===== src/rtl/result_filter.sv =====
// Result filter: confirms a colour/shape pair once it has been seen on
// N_CONFIRM consecutive frames, or reports a give-up after MAX_FRAMES frames.
// The result is held until the consumer acknowledges it.
module result_filter #(
  parameter int N_CONFIRM  = 3,
  parameter int MAX_FRAMES = 30
) (
  input  logic       Pclock,
  input  logic       Reset,
  input  logic       Vsync,
  input  logic [1:0] Promedio,
  input  logic [1:0] Forma,
  input  logic       Start,
  input  logic       Ack,
  output logic       Busy,
  output logic       Valid,
  output logic [1:0] Color,
  output logic [1:0] Figura,
  output logic       Timeout,
  output logic [7:0] FrameCount
);

  typedef enum logic [1:0] {
    ST_IDLE    = 2'd0,
    ST_ACQUIRE = 2'd1,
    ST_HOLD    = 2'd2
  } state_t;

  localparam logic [3:0] N_CONF_C = 4'(N_CONFIRM);
  localparam logic [7:0] MAX_C    = 8'(MAX_FRAMES);

  state_t      state_r;
  state_t      state_s;

  logic        vsync_q_r;
  logic        fe_s;
  logic        fe_d_r;
  logic [3:0]  sample_s;

  logic [3:0]  cand_r;
  logic        cand_vld_r;
  logic [3:0]  match_r;

  logic [3:0]  cand_s;
  logic        cand_vld_s;
  logic [3:0]  match_s;
  logic        busy_s;
  logic        valid_s;
  logic [1:0]  color_s;
  logic [1:0]  figura_s;
  logic        timeout_s;
  logic [7:0]  frame_count_s;

  logic        confirm_s;
  logic        give_up_s;

  // Frame-end pulse on the Vsync rising edge; the capture stage updates
  // Promedio/Forma on that cycle, so we sample one cycle later via fe_d_r.
  assign fe_s     = Vsync & ~vsync_q_r;
  assign sample_s = {Promedio, Forma};

  // Confirmation has priority over the frame limit when both occur together.
  assign confirm_s = (state_r == ST_ACQUIRE) && (match_r == N_CONF_C);
  assign give_up_s = (state_r == ST_ACQUIRE) && !confirm_s && (FrameCount >= MAX_C);

  // Vsync edge detector and sample-strobe delay registers
  always_ff @(posedge Pclock or posedge Reset) begin
    if (Reset) begin
      vsync_q_r <= 1'b0;
      fe_d_r    <= 1'b0;
    end else begin
      vsync_q_r <= Vsync;
      fe_d_r    <= fe_s;
    end
  end

  // FSM state register
  always_ff @(posedge Pclock or posedge Reset) begin
    if (Reset) begin
      state_r <= ST_IDLE;
    end else begin
      state_r <= state_s;
    end
  end

  // FSM next-state logic
  always_comb begin
    state_s = state_r;
    case (state_r)
      ST_IDLE: begin
        if (Start) state_s = ST_ACQUIRE;
        else       state_s = ST_IDLE;
      end
      ST_ACQUIRE: begin
        if (confirm_s || give_up_s) state_s = ST_HOLD;
        else                        state_s = ST_ACQUIRE;
      end
      ST_HOLD: begin
        if (Ack) state_s = ST_IDLE;
        else     state_s = ST_HOLD;
      end
      default: state_s = ST_IDLE;
    endcase
  end

  // FSM output/datapath next values; all outputs are registered below
  always_comb begin
    cand_s        = cand_r;
    cand_vld_s    = cand_vld_r;
    match_s       = match_r;
    busy_s        = Busy;
    valid_s       = Valid;
    color_s       = Color;
    figura_s      = Figura;
    timeout_s     = Timeout;
    frame_count_s = FrameCount;
    case (state_r)
      ST_IDLE: begin
        if (Start) begin
          cand_s        = 4'd0;
          cand_vld_s    = 1'b0;
          match_s       = 4'd0;
          frame_count_s = 8'd0;
          busy_s        = 1'b1;
        end else begin
          busy_s = 1'b0;
        end
      end
      ST_ACQUIRE: begin
        if (confirm_s) begin
          color_s   = cand_r[3:2];
          figura_s  = cand_r[1:0];
          timeout_s = 1'b0;
          valid_s   = 1'b1;
          busy_s    = 1'b0;
        end else if (give_up_s) begin
          color_s   = 2'b00;
          figura_s  = 2'b00;
          timeout_s = 1'b1;
          valid_s   = 1'b1;
          busy_s    = 1'b0;
        end else if (fe_d_r) begin
          if (FrameCount == 8'd255) frame_count_s = 8'd255;
          else                      frame_count_s = FrameCount + 8'd1;
          if (sample_s[3:2] == 2'b00) begin
            match_s    = 4'd0;
            cand_vld_s = 1'b0;
          end else if (cand_vld_r && (sample_s == cand_r)) begin
            match_s = match_r + 4'd1;
          end else begin
            cand_s     = sample_s;
            cand_vld_s = 1'b1;
            match_s    = 4'd1;
          end
        end else begin
          busy_s = 1'b1;
        end
      end
      ST_HOLD: begin
        if (Ack) valid_s = 1'b0;
        else     valid_s = 1'b1;
      end
      default: begin
        cand_s        = 4'd0;
        cand_vld_s    = 1'b0;
        match_s       = 4'd0;
        busy_s        = 1'b0;
        valid_s       = 1'b0;
        color_s       = 2'b00;
        figura_s      = 2'b00;
        timeout_s     = 1'b0;
        frame_count_s = 8'd0;
      end
    endcase
  end

  // Candidate, match counter and registered result outputs
  always_ff @(posedge Pclock or posedge Reset) begin
    if (Reset) begin
      cand_r     <= 4'd0;
      cand_vld_r <= 1'b0;
      match_r    <= 4'd0;
      Busy       <= 1'b0;
      Valid      <= 1'b0;
      Color      <= 2'b00;
      Figura     <= 2'b00;
      Timeout    <= 1'b0;
      FrameCount <= 8'd0;
    end else begin
      cand_r     <= cand_s;
      cand_vld_r <= cand_vld_s;
      match_r    <= match_s;
      Busy       <= busy_s;
      Valid      <= valid_s;
      Color      <= color_s;
      Figura     <= figura_s;
      Timeout    <= timeout_s;
      FrameCount <= frame_count_s;
    end
  end

endmodule


===== config.mk =====
export PLATFORM = sky130hd
export DESIGN_NAME = result_filter
export DESIGN_NICKNAME = d
export VERILOG_FILES = /design/src/rtl/result_filter.sv
export SDC_FILE = /design/constraint.sdc
export NUM_CORES = 1
export LEC_CHECK = 0
export CORE_MARGIN = 4
export CORE_UTILIZATION = 36
export DETAILED_ROUTE_END_ITERATION = 6
export DONT_BUFFER_PORTS = 1
export GPL_ROUTABILITY_DRIVEN = 0
export PLACE_DENSITY = 0.47
export SYNTH_ARGS = -nofsm -noshare
export SYNTH_HDL_FRONTEND = slang
export SYNTH_SLANG_ARGS = --single-unit

===== constraint.sdc =====
create_clock -name Pclock -period 5.4 [get_ports Pclock]
set_input_delay 1.08 -clock Pclock [delete_from_list [all_inputs] [get_ports Pclock]]
set_output_delay 1.08 -clock Pclock [all_outputs]
set_load 0.005 [all_outputs]

==> key figures <==
Detailed routing
  • DRC: 0
  • Vias post-DR: 1115
  • Post-detailed-routing wire length: 3.00 mm
  • Initial DRT Pass Iterations: 4
  • Final ANT Viol Nets: 0
  • Wire per inst: roughly 15 um
  • 1st-iter DRT viols: 50
  • Vias per cell: 5.52

Die
  • IO Count: 24
  • Die H: 71.7 um
  • Initial Util: 0.384
  • Die ar.: 5140 um^2
  • Die W: 71.7 um
  • Core area: 3800 um^2
  • Number of core rows: 22

Logic synthesis
  • Syn_nets: 172
  • Number of synthesized register bits: 28
  • Post-synth cell types: 30
  • Yosys synthesis warning count: 0
  • EDFF count, synth: 0
  • Mapped Area: roughly 1500 um^2
  • Sequential area share after synthesis: 0.480
  • Primary FF master, synth: dfrtp_1
  • Post-synth ARST share: 1.00
  • Syn_area_per_cell: 9.35 um^2
  • Syn Inst Count: 156

STA
  • PnR worst setup slack: approximately 2800 ps
  • Final slew viol count: 0
  • Final setup fails: 0
  • Crit share post-route: 0.486
  • Post-route minimum period: 2620 ps
  • Clk_skew: 9.75 ps
  • Hold Slack: 406 ps
  • Unrepaired setup endpoints after global routing: false
  • Setup TNS: 0 ps
  • Slew headroom: 0.293
  • Worst Max-Slew Pin Slew: 1060 ps
  • Hold Vio Cnt, Final: 0
  • Peak Freq: ~380 MHz

GRT
  • Largest net degree at the start of global routing: 29
  • Total gr overflow: 0
  • Global-route wire length before repair: 5.25 mm
  • Initial antenna violation count: 0
  • Vias in the first global route: 1024
  • All-Layer GR Usage: 0.127

Run
  • Maxcap violations: 0

Critical path
  • Worst Path Max Fanout: 14
  • Worst Path Required: 5570 ps
  • Crit path launch type: flip-flop
  • Kind of critical path: reg2reg
  • Crit path DAT: around 2800 ps
  • Crit path cell chain: inv_1, ha_1, o2111ai_1, nand4_1, a21oi_1, o21ai_0, a32o_1
  • Worst flop-to-flop path startpoint: FrameCount[0]
  • Max incr delay on CP: just over 800 ps
  • Max stage delay cell, worst path: a21oi_1
  • CP startpoint: FrameCount[0]
  • CP Capture Type: flip-flop

Final layout
  • Diodes inserted: 0
  • Fillers: 390
  • Area Overhead vs Synth: 5.06%
  • Most frequent cells in the layout: dfrtp_1, nand2_1, o21ai_0
  • Commonest non-fill, non-tap cell in the layout: dfrtp_1
  • Final nets: 172
  • Layout cells sized above 1: 0.0390

Place
  • Port buffer count: 0
  • HPWL after DPL: around 2.1 mm
  • Pre-CTS setup slack: 2770 ps

Clock tree
  • Post-CTS resize count: 0
  • Postcts setup bufs: 0
  • Clock tree buffer depth: 2
  • CTS clk-pin slew, worst paths: 100 ps
  • TritonCTS clock tree: built
  • Cts hold-fix bufs: 0
  • Root buf cell: clkbuf_8
  • H-tree Lvls: 1
  • CTS Sinks: 28
  • Clk Latency, worst-skew pair: 270 ps
  • TritonCTS Buffers: 3

Pwr
  • LEAKAGE: roughly 0.0007 uW
  • Pwr Density: 425 nW/um^2
  • Peak VDD IR: 137 uV

Min path
  • Hold Path Origin: vsync_q_r
  • Hold Crit Class: reg2reg

Status
  • Status: complete, no violations
metal layers:
| layer | global-route usage | wire length, um | vias to the layer above |
|---|---|---|---|
| met1 | 0.192 | 1520 | 529 |
| li1 | - | - | 559 |
| met5 | 0 | 0 | - |
| met4 | 0.0438 | 36 | 0 |
| met3 | 0.0238 | 139 | 4 |
| met2 | 0.179 | 1310 | 23 |
stage by stage:
stage	area (um^2)	util	total power (uW)	std cells
floorplan	1460	-	499	156
global placement	1490	0.393	542	199
detailed placement	1490	0.393	545	199
CTS	1530	0.403	660	202
global route	1530	0.403	714	202
finish	1530	0.403	652	202
cell families after synthesis:
family,synth area share
and+or+nand+nor,0.214
buffers and inverters,0.0394
adders and majority gates,0.0600
AOI/OAI and AO/OA,0.189
DFF,0.480
xor gates and xnor gates,0.0180
critical path, delay by kind of cell (launching register included):
family / cells / cell delay [ps]
AOI/OAI and AO/OA: 4 / 1620
and+or+nand+nor: 1 / 170
DFF: 1 / 450
adders and majority gates: 1 / 200
buffers and inverters: 1 / 80
Yosys cell counts, types with 3 or more instances:
master	instances	area (um^2)
xnor2_1	3	26.3
nand2_1	18	67.6
a21o_1	5	37.5
a21oi_1	11	55.1
nor2_1	10	37.5
o21ai_0	17	85.1
inv_1	8	30.0
ha_1	7	87.6
clkbuf_1	3	11.3
dfrtp_1	28	701
nand4_1	5	31.3
nor2b_1	3	18.8
nand3_1	12	60.1
or3_1	3	18.8
state kept, by name, summed over array words and instances (netlist names), 2 cells and up:
| name | cells |
|---|---|
| cand_r | 4 |
| match_r | 4 |
| Figura | 2 |
| FrameCount | 8 |
| Color | 2 |
| state_r | 2 |
final timing paths:
kind / cells after the start / endpoint / slack [ps]
max in group asynchronous: 1 / FrameCount[3] / 3800
max: 7 / cand_r[3] / 2780
min reg2reg: 1 / fe_d_r / 410
min: 1 / fe_d_r / 410
min in group asynchronous: 1 / Figura[1] / 950
max reg2reg: 7 / cand_r[3] / 2780
final cells by class:
| class | instances | area, um^2 | area share |
|---|---|---|---|
| clock buffer | 3 | 41.3 | 0.0269 |
| inverter | 8 | 30.0 | 0.0196 |
| multi-input combinational | 115 | 701 | 0.457 |
| sequential | 28 | 701 | 0.457 |
| tap | 48 | 60.1 | 0.0392 |
power by group:
part	internal, uW	total [uW]	leakage (uW)	switching, uW
sequential	264	329	0.000356	65.6
clock	50.0	112	0.0000216	61.5
combinational	83.3	211	0.000342	128
total	397	652	0.000720	255
No activity file was read; power rests on OpenSTA's default activity.
